`src/rtl/reg_addr_sequencer.sv`:
```
// Register-file address sequencer: single-field select (Rn/Rd+px/PC/LR/Rm) or ascending/descending register-list walk.
// Registered address, valid one edge after start; adv/addr_valid handshake steps the walk and stalls indefinitely.
module reg_addr_sequencer #(
  parameter int NREG  = 16,
  parameter int AW    = $clog2(NREG),
  parameter int IRW   = 32,
  parameter int PCREG = NREG - 1,
  parameter int LRREG = NREG - 2
) (
  input  logic           clk,
  input  logic           rst_n,
  input  logic [IRW-1:0] ir,
  input  logic [AW-1:0]  px,
  input  logic [2:0]     mode,
  input  logic           start,
  input  logic           adv,
  output logic [AW-1:0]  addr_out,
  output logic           addr_valid,
  output logic           last,
  output logic           busy,
  output logic [AW:0]    count,
  output logic           done,
  output logic           err
);

  localparam int CW = AW + 1;
  localparam logic [NREG-1:0] MASK_ONE = NREG'(1);

  typedef enum logic [1:0] {
    S_IDLE   = 2'd0,
    S_SINGLE = 2'd1,
    S_WALK   = 2'd2,
    S_DONE   = 2'd3
  } state_t;

  state_t          state_q, state_d;
  logic [AW-1:0]   addr_q, addr_d;
  logic [CW-1:0]   count_q, count_d;
  logic [NREG-1:0] mask_q, mask_d;
  logic            desc_q, desc_d;
  logic            err_q, err_d;

  logic [AW-1:0]   rn_f, rd_f, rm_f;
  logic [NREG-1:0] ir_mask;
  logic [NREG-1:0] mask_rest;
  logic            ir_unused;

  function automatic logic [AW-1:0] lowest_bit(input logic [NREG-1:0] m);
    lowest_bit = '0;
    for (int i = NREG - 1; i >= 0; i--) begin
      if (m[i]) lowest_bit = AW'(i);
    end
  endfunction

  function automatic logic [AW-1:0] highest_bit(input logic [NREG-1:0] m);
    highest_bit = '0;
    for (int i = 0; i < NREG; i++) begin
      if (m[i]) highest_bit = AW'(i);
    end
  endfunction

  function automatic logic [CW-1:0] popcount(input logic [NREG-1:0] m);
    popcount = '0;
    for (int i = 0; i < NREG; i++) begin
      popcount = popcount + CW'(m[i]);
    end
  endfunction

  assign rn_f      = AW'(ir[19:16]);
  assign rd_f      = AW'(ir[15:12]);
  assign rm_f      = AW'(ir[3:0]);
  assign ir_mask   = ir[NREG-1:0];
  assign ir_unused = ^ir;

  // Remaining list once the address currently presented is accepted.
  assign mask_rest = mask_q & ~(MASK_ONE << addr_q);

  always_comb begin
    state_d = state_q;
    addr_d  = addr_q;
    count_d = count_q;
    mask_d  = mask_q;
    desc_d  = desc_q;
    err_d   = err_q;

    case (state_q)
      S_IDLE: begin
        if (start) begin
          err_d = 1'b0;
          case (mode)
            3'd0: begin
              addr_d  = rn_f;
              count_d = CW'(1);
              state_d = S_SINGLE;
            end
            3'd1: begin
              addr_d  = rd_f + px;
              count_d = CW'(1);
              state_d = S_SINGLE;
            end
            3'd2: begin
              addr_d  = AW'(PCREG);
              count_d = CW'(1);
              state_d = S_SINGLE;
            end
            3'd3: begin
              addr_d  = AW'(LRREG);
              count_d = CW'(1);
              state_d = S_SINGLE;
            end
            3'd4: begin
              addr_d  = rm_f;
              count_d = CW'(1);
              state_d = S_SINGLE;
            end
            3'd5, 3'd6: begin
              mask_d  = ir_mask;
              desc_d  = (mode == 3'd6);
              count_d = popcount(ir_mask);
              if (ir_mask == '0) begin
                state_d = S_DONE;
              end else begin
                addr_d  = (mode == 3'd6) ? highest_bit(ir_mask) : lowest_bit(ir_mask);
                state_d = S_WALK;
              end
            end
            default: begin
              err_d   = 1'b1;
              state_d = S_DONE;
            end
          endcase
        end
      end
      S_SINGLE: begin
        if (adv) state_d = S_DONE;
      end
      S_WALK: begin
        if (adv) begin
          mask_d = mask_rest;
          if (mask_rest == '0) begin
            state_d = S_DONE;
          end else begin
            addr_d = desc_q ? highest_bit(mask_rest) : lowest_bit(mask_rest);
          end
        end
      end
      default: begin
        state_d = S_IDLE;
      end
    endcase
  end

  always_ff @(posedge clk or negedge rst_n) begin
    if (!rst_n) begin
      state_q <= S_IDLE;
      addr_q  <= '0;
      count_q <= '0;
      mask_q  <= '0;
      desc_q  <= 1'b0;
      err_q   <= 1'b0;
    end else begin
      state_q <= state_d;
      addr_q  <= addr_d;
      count_q <= count_d;
      mask_q  <= mask_d;
      desc_q  <= desc_d;
      err_q   <= err_d;
    end
  end

  assign addr_out   = addr_q;
  assign count      = count_q;
  assign err        = err_q;
  assign addr_valid = (state_q == S_SINGLE) || (state_q == S_WALK);
  assign busy       = (state_q != S_IDLE);
  assign done       = (state_q == S_DONE);
  // A single remaining bit means clearing the lowest set bit empties the mask.
  assign last       = (state_q == S_SINGLE) ||
                      ((state_q == S_WALK) && ((mask_q & (mask_q - MASK_ONE)) == '0));

endmodule
```
`config.mk`:
```
export PLATFORM = sky130hd
export DESIGN_NAME = reg_addr_sequencer
export DESIGN_NICKNAME = d
export VERILOG_FILES = /design/src/rtl/reg_addr_sequencer.sv
export SDC_FILE = /design/constraint.sdc
export NUM_CORES = 1
export LEC_CHECK = 0
export ABC_AREA = 1
export BUFFER_PORTS_ARGS = -buffer_cell sky130_fd_sc_hd__buf_2
export CORE_ASPECT_RATIO = 1.4
export CORE_UTILIZATION = 35
export DETAILED_ROUTE_END_ITERATION = 6
export PLACE_DENSITY = 0.56
export SETUP_SLACK_MARGIN = 0.1
export SYNTH_ARGS = -nofsm -noshare
export SYNTH_HDL_FRONTEND = slang
export SYNTH_SLANG_ARGS = --single-unit
```
`constraint.sdc`:
```
create_clock -name clk -period 4.66 [get_ports clk]
set_clock_uncertainty 0.05 [all_clocks]
set_input_delay 0 -clock clk [delete_from_list [all_inputs] [get_ports clk]]
set_output_delay 0 -clock clk [all_outputs]
set_load 0.01 [all_outputs]
```
==> metrics.csv <==
metric,value,unit
status,completed,
hold_ws,0.01298,ns
clk_latency,0.28,ns
crit_path_end_kind,flop,
via_count,3055,
overflow,0,
die-area,8905,um^2
pwr-share-clk,14.0,%
rsz0062_at_grt,no,
rr_startpoint,state_q[0],
cp_max_fo,4,
via_per_inst,5.100,
cts_resized,0,
cts_tree,done,
rows,39,
cts-root-buf,clkbuf_16,
die_h,111.3,um
first_pass_iters,7,
drc,0,
diodes,0,
r2r_setup_slack,1.77,ns
fill_cells,886,
synth.most_common_cell,nand2_1,
seq_power_share,24.5,%
placed_cell_area,3307,um^2
h-tree-depth,2,
worstHoldStart,ir[9],
min_to,mask_q[9],
wl_per_cell,15.26,um
hold_path_class,in2reg,
drive_above_1_share,17.10,%
power_density,640.1,nW/um^2
setup-tns-final,0,ns
tightestPinTransition,0.7185,ns
grt_pass1_wl,15.11,mm
ys.flop_type,dfrtp_1,
path_cells,"buf_2, fa_1, inv_1, fa_1, fa_1, fa_1, inv_1, ha_1, fa_1, xnor2_1, o21ai_0",
ys_types,36,
gp_congestion,0.8521,
cp-start-kind,primary input,
floorplan.initialDensity,36.40,%
synthesis.nets,517,
ys_seq_elements,29,
regArea,725.7,um^2
setup_violations,0,
pin_count,57,
yosysSeqAreaShare,24.32,%
synth_top_area_share,24.32,%
reg2reg_to,mask_q[15],
leakagePower,0.001729,uW
async_reset_ff_share,100.0,%
synthCells,450,
io_buffers,44,
maxCapViolCount,0,
syn2layout_area_growth,15.81,%
grt_max_degree,30,
power.share.switching,51.43,%
finalCriticalPeriod,3.109,ns
cts_buffer_depth,2,
rr_worst_depth,10,
p_comb_share,61.5,%
crit_top_cell,fa_1,
power.internal,1074,uW
clock_sinks,29,
worstPathArrival,3.21,ns
peakVddDrop,0.0003320,V
hold_depth,3,
crit_type,in2reg,
multi_input_area,1968,um^2
relSlewSlack,52.05,%
synth_edf_count,0,
critPathTopFamily,adder cells,
synth_area_leaders,"dfrtp_1, nand2_1, fa_1",
avgSynthCellArea,6.631,um^2
p_sw,1138,uW
grt_usage,22.27,%
hold_viol_final,0,
cts_made_buffers,5,
clk_pin_slew,0.05,ns
hpwl,7.529,mm
finalNetCount,563,
min_period_over_period,66.72,%
yosysTopAreaCell,dfrtp_1,
antenna_found_initial,0,
fmax,321.6,MHz
drv_slew,0,
synth_area,2984,um^2
grt_pass1_vias,3186,
crit_path_max_incr_delay,0.60,ns
die_w,80.04,um
synthTopCellsByCount,"nand2_1, inv_1, nor2_1",
final_area,3456,um^2
coreArea,8198,um^2
antenna_left,0,
slowest_stage,fa_1,
initialDrtViolationCount,181,
routed_wl,9.143,mm
worstPathRequired,4.76,ns
yosysWarnings,0,
path_buf_inv,3,
-- metal layers --
layer	wire, um	global-route usage (%)	part of all wire, %	vias up
li1	-	-	-	1560
met1	3653	24.99	40	1402
met2	4916	40.40	54	72
met3	241	3.045	2.6	21
met4	332	10.12	3.6	0
met5	0	0	0	-
-- placed cells by master (no fill, tap or decap), types with 2 or more instances in the layout --
cell type,n
a211oi_1,3
clkinv_2,2
a21oi_1,24
xor2_1,2
ha_1,13
o211ai_1,11
nor2_2,4
nand4_1,2
nand2_1,130
nor2_1,45
xnor2_1,2
o21ai_0,32
o21ai_2,14
nand3_1,20
o22ai_1,5
o21a_1,6
nor3_1,4
buf_2,44
fa_1,11
o31ai_1,4
inv_2,9
dfrtp_1,29
inv_1,58
a31oi_1,4
clkbuf_16,5
-- metrics by stage --
| stage | utilization, % | worst slack [ns] | std cells | power, uW |
|---|---|---|---|---|
| after CTS | 42.16 | 1.564 | 599 | 2232 |
| after floorplan | - | 1.651 | 450 | 1526 |
| after global placement | 40.34 | 1.317 | 590 | 1884 |
| final | 42.16 | 1.551 | 599 | 2212 |
| after detailed placement | 40.34 | 1.297 | 590 | 1908 |
| after global routing | 42.16 | 1.400 | 599 | 2449 |
-- area by class of cell --
class	instances	area share [%]
flip-flops and latches	29	21.00
clock buffers	6	3.729
clock inverters	2	0.2896
repair buffers	46	6.879
multi-input cells	346	56.95
well taps	102	3.693
inverters	68	7.458
-- power by group through the flow --
| stage | Sequential (uW) | Clock [uW] | Combinational [uW] |
|---|---|---|---|
| 6_report | 542 | 309 | 1360 |
| 5_1_grt | 557 | 329 | 1560 |
| 4_1_cts | 541 | 317 | 1370 |
| 3_5_place_dp | 543 | 0 | 1370 |
| 3_3_place_gp | 539 | 0 | 1340 |
| 2_1_floorplan | 503 | 0 | 1020 |
-- kinds of logic (layout without fill, tap and decap cells) --
group | count (synthesis) | in the layout | synth area share, %
multiplexers | 1 | 1 | 0.5030
adder cells (fa/ha/maj) | 24 | 24 | 12.83
buffers and inverters | 75 | 122 | 9.728
AND/OR/NAND/NOR | 208 | 208 | 28.22
flip-flops | 29 | 29 | 24.32
XOR/XNOR | 4 | 4 | 1.174
AO/OA/AOI/OAI | 109 | 109 | 23.23
-- sequential cells by signal (all words and copies together) (netlist names) --
signal	cells
addr_out	4
count	5
desc_q	1
err	1
mask_q	16
state_q	2
-- timing repair --
action / in CTS / in global routing
buffers inserted: 0 / 0
hold buffers: 1 / 0
endpoints found under the hold margin: 29 / 0
-- how the worst max path moves through the flow --
stage                           to  cells past startpoint  startpoint
after detailed placement  count[2]                     11       ir[0]
after global placement    count[2]                     11       ir[0]
after global routing      count[3]                     12       ir[0]
after floorplan           count[4]                     10       ir[0]
final                     count[2]                     11       ir[0]
after CTS                 count[2]                     11       ir[0]
-- worst reg2reg max path: cells and delay by family (launching register included) --
family	cells	cell delay [ns]
AO/OA/AOI/OAI	4	0.70
adder cells (fa/ha/maj)	1	0.19
buffers and inverters	4	1.21
flip-flops	1	0.39
AND/OR/NAND/NOR	1	0.26
No activity file was read; power rests on OpenSTA's default activity.
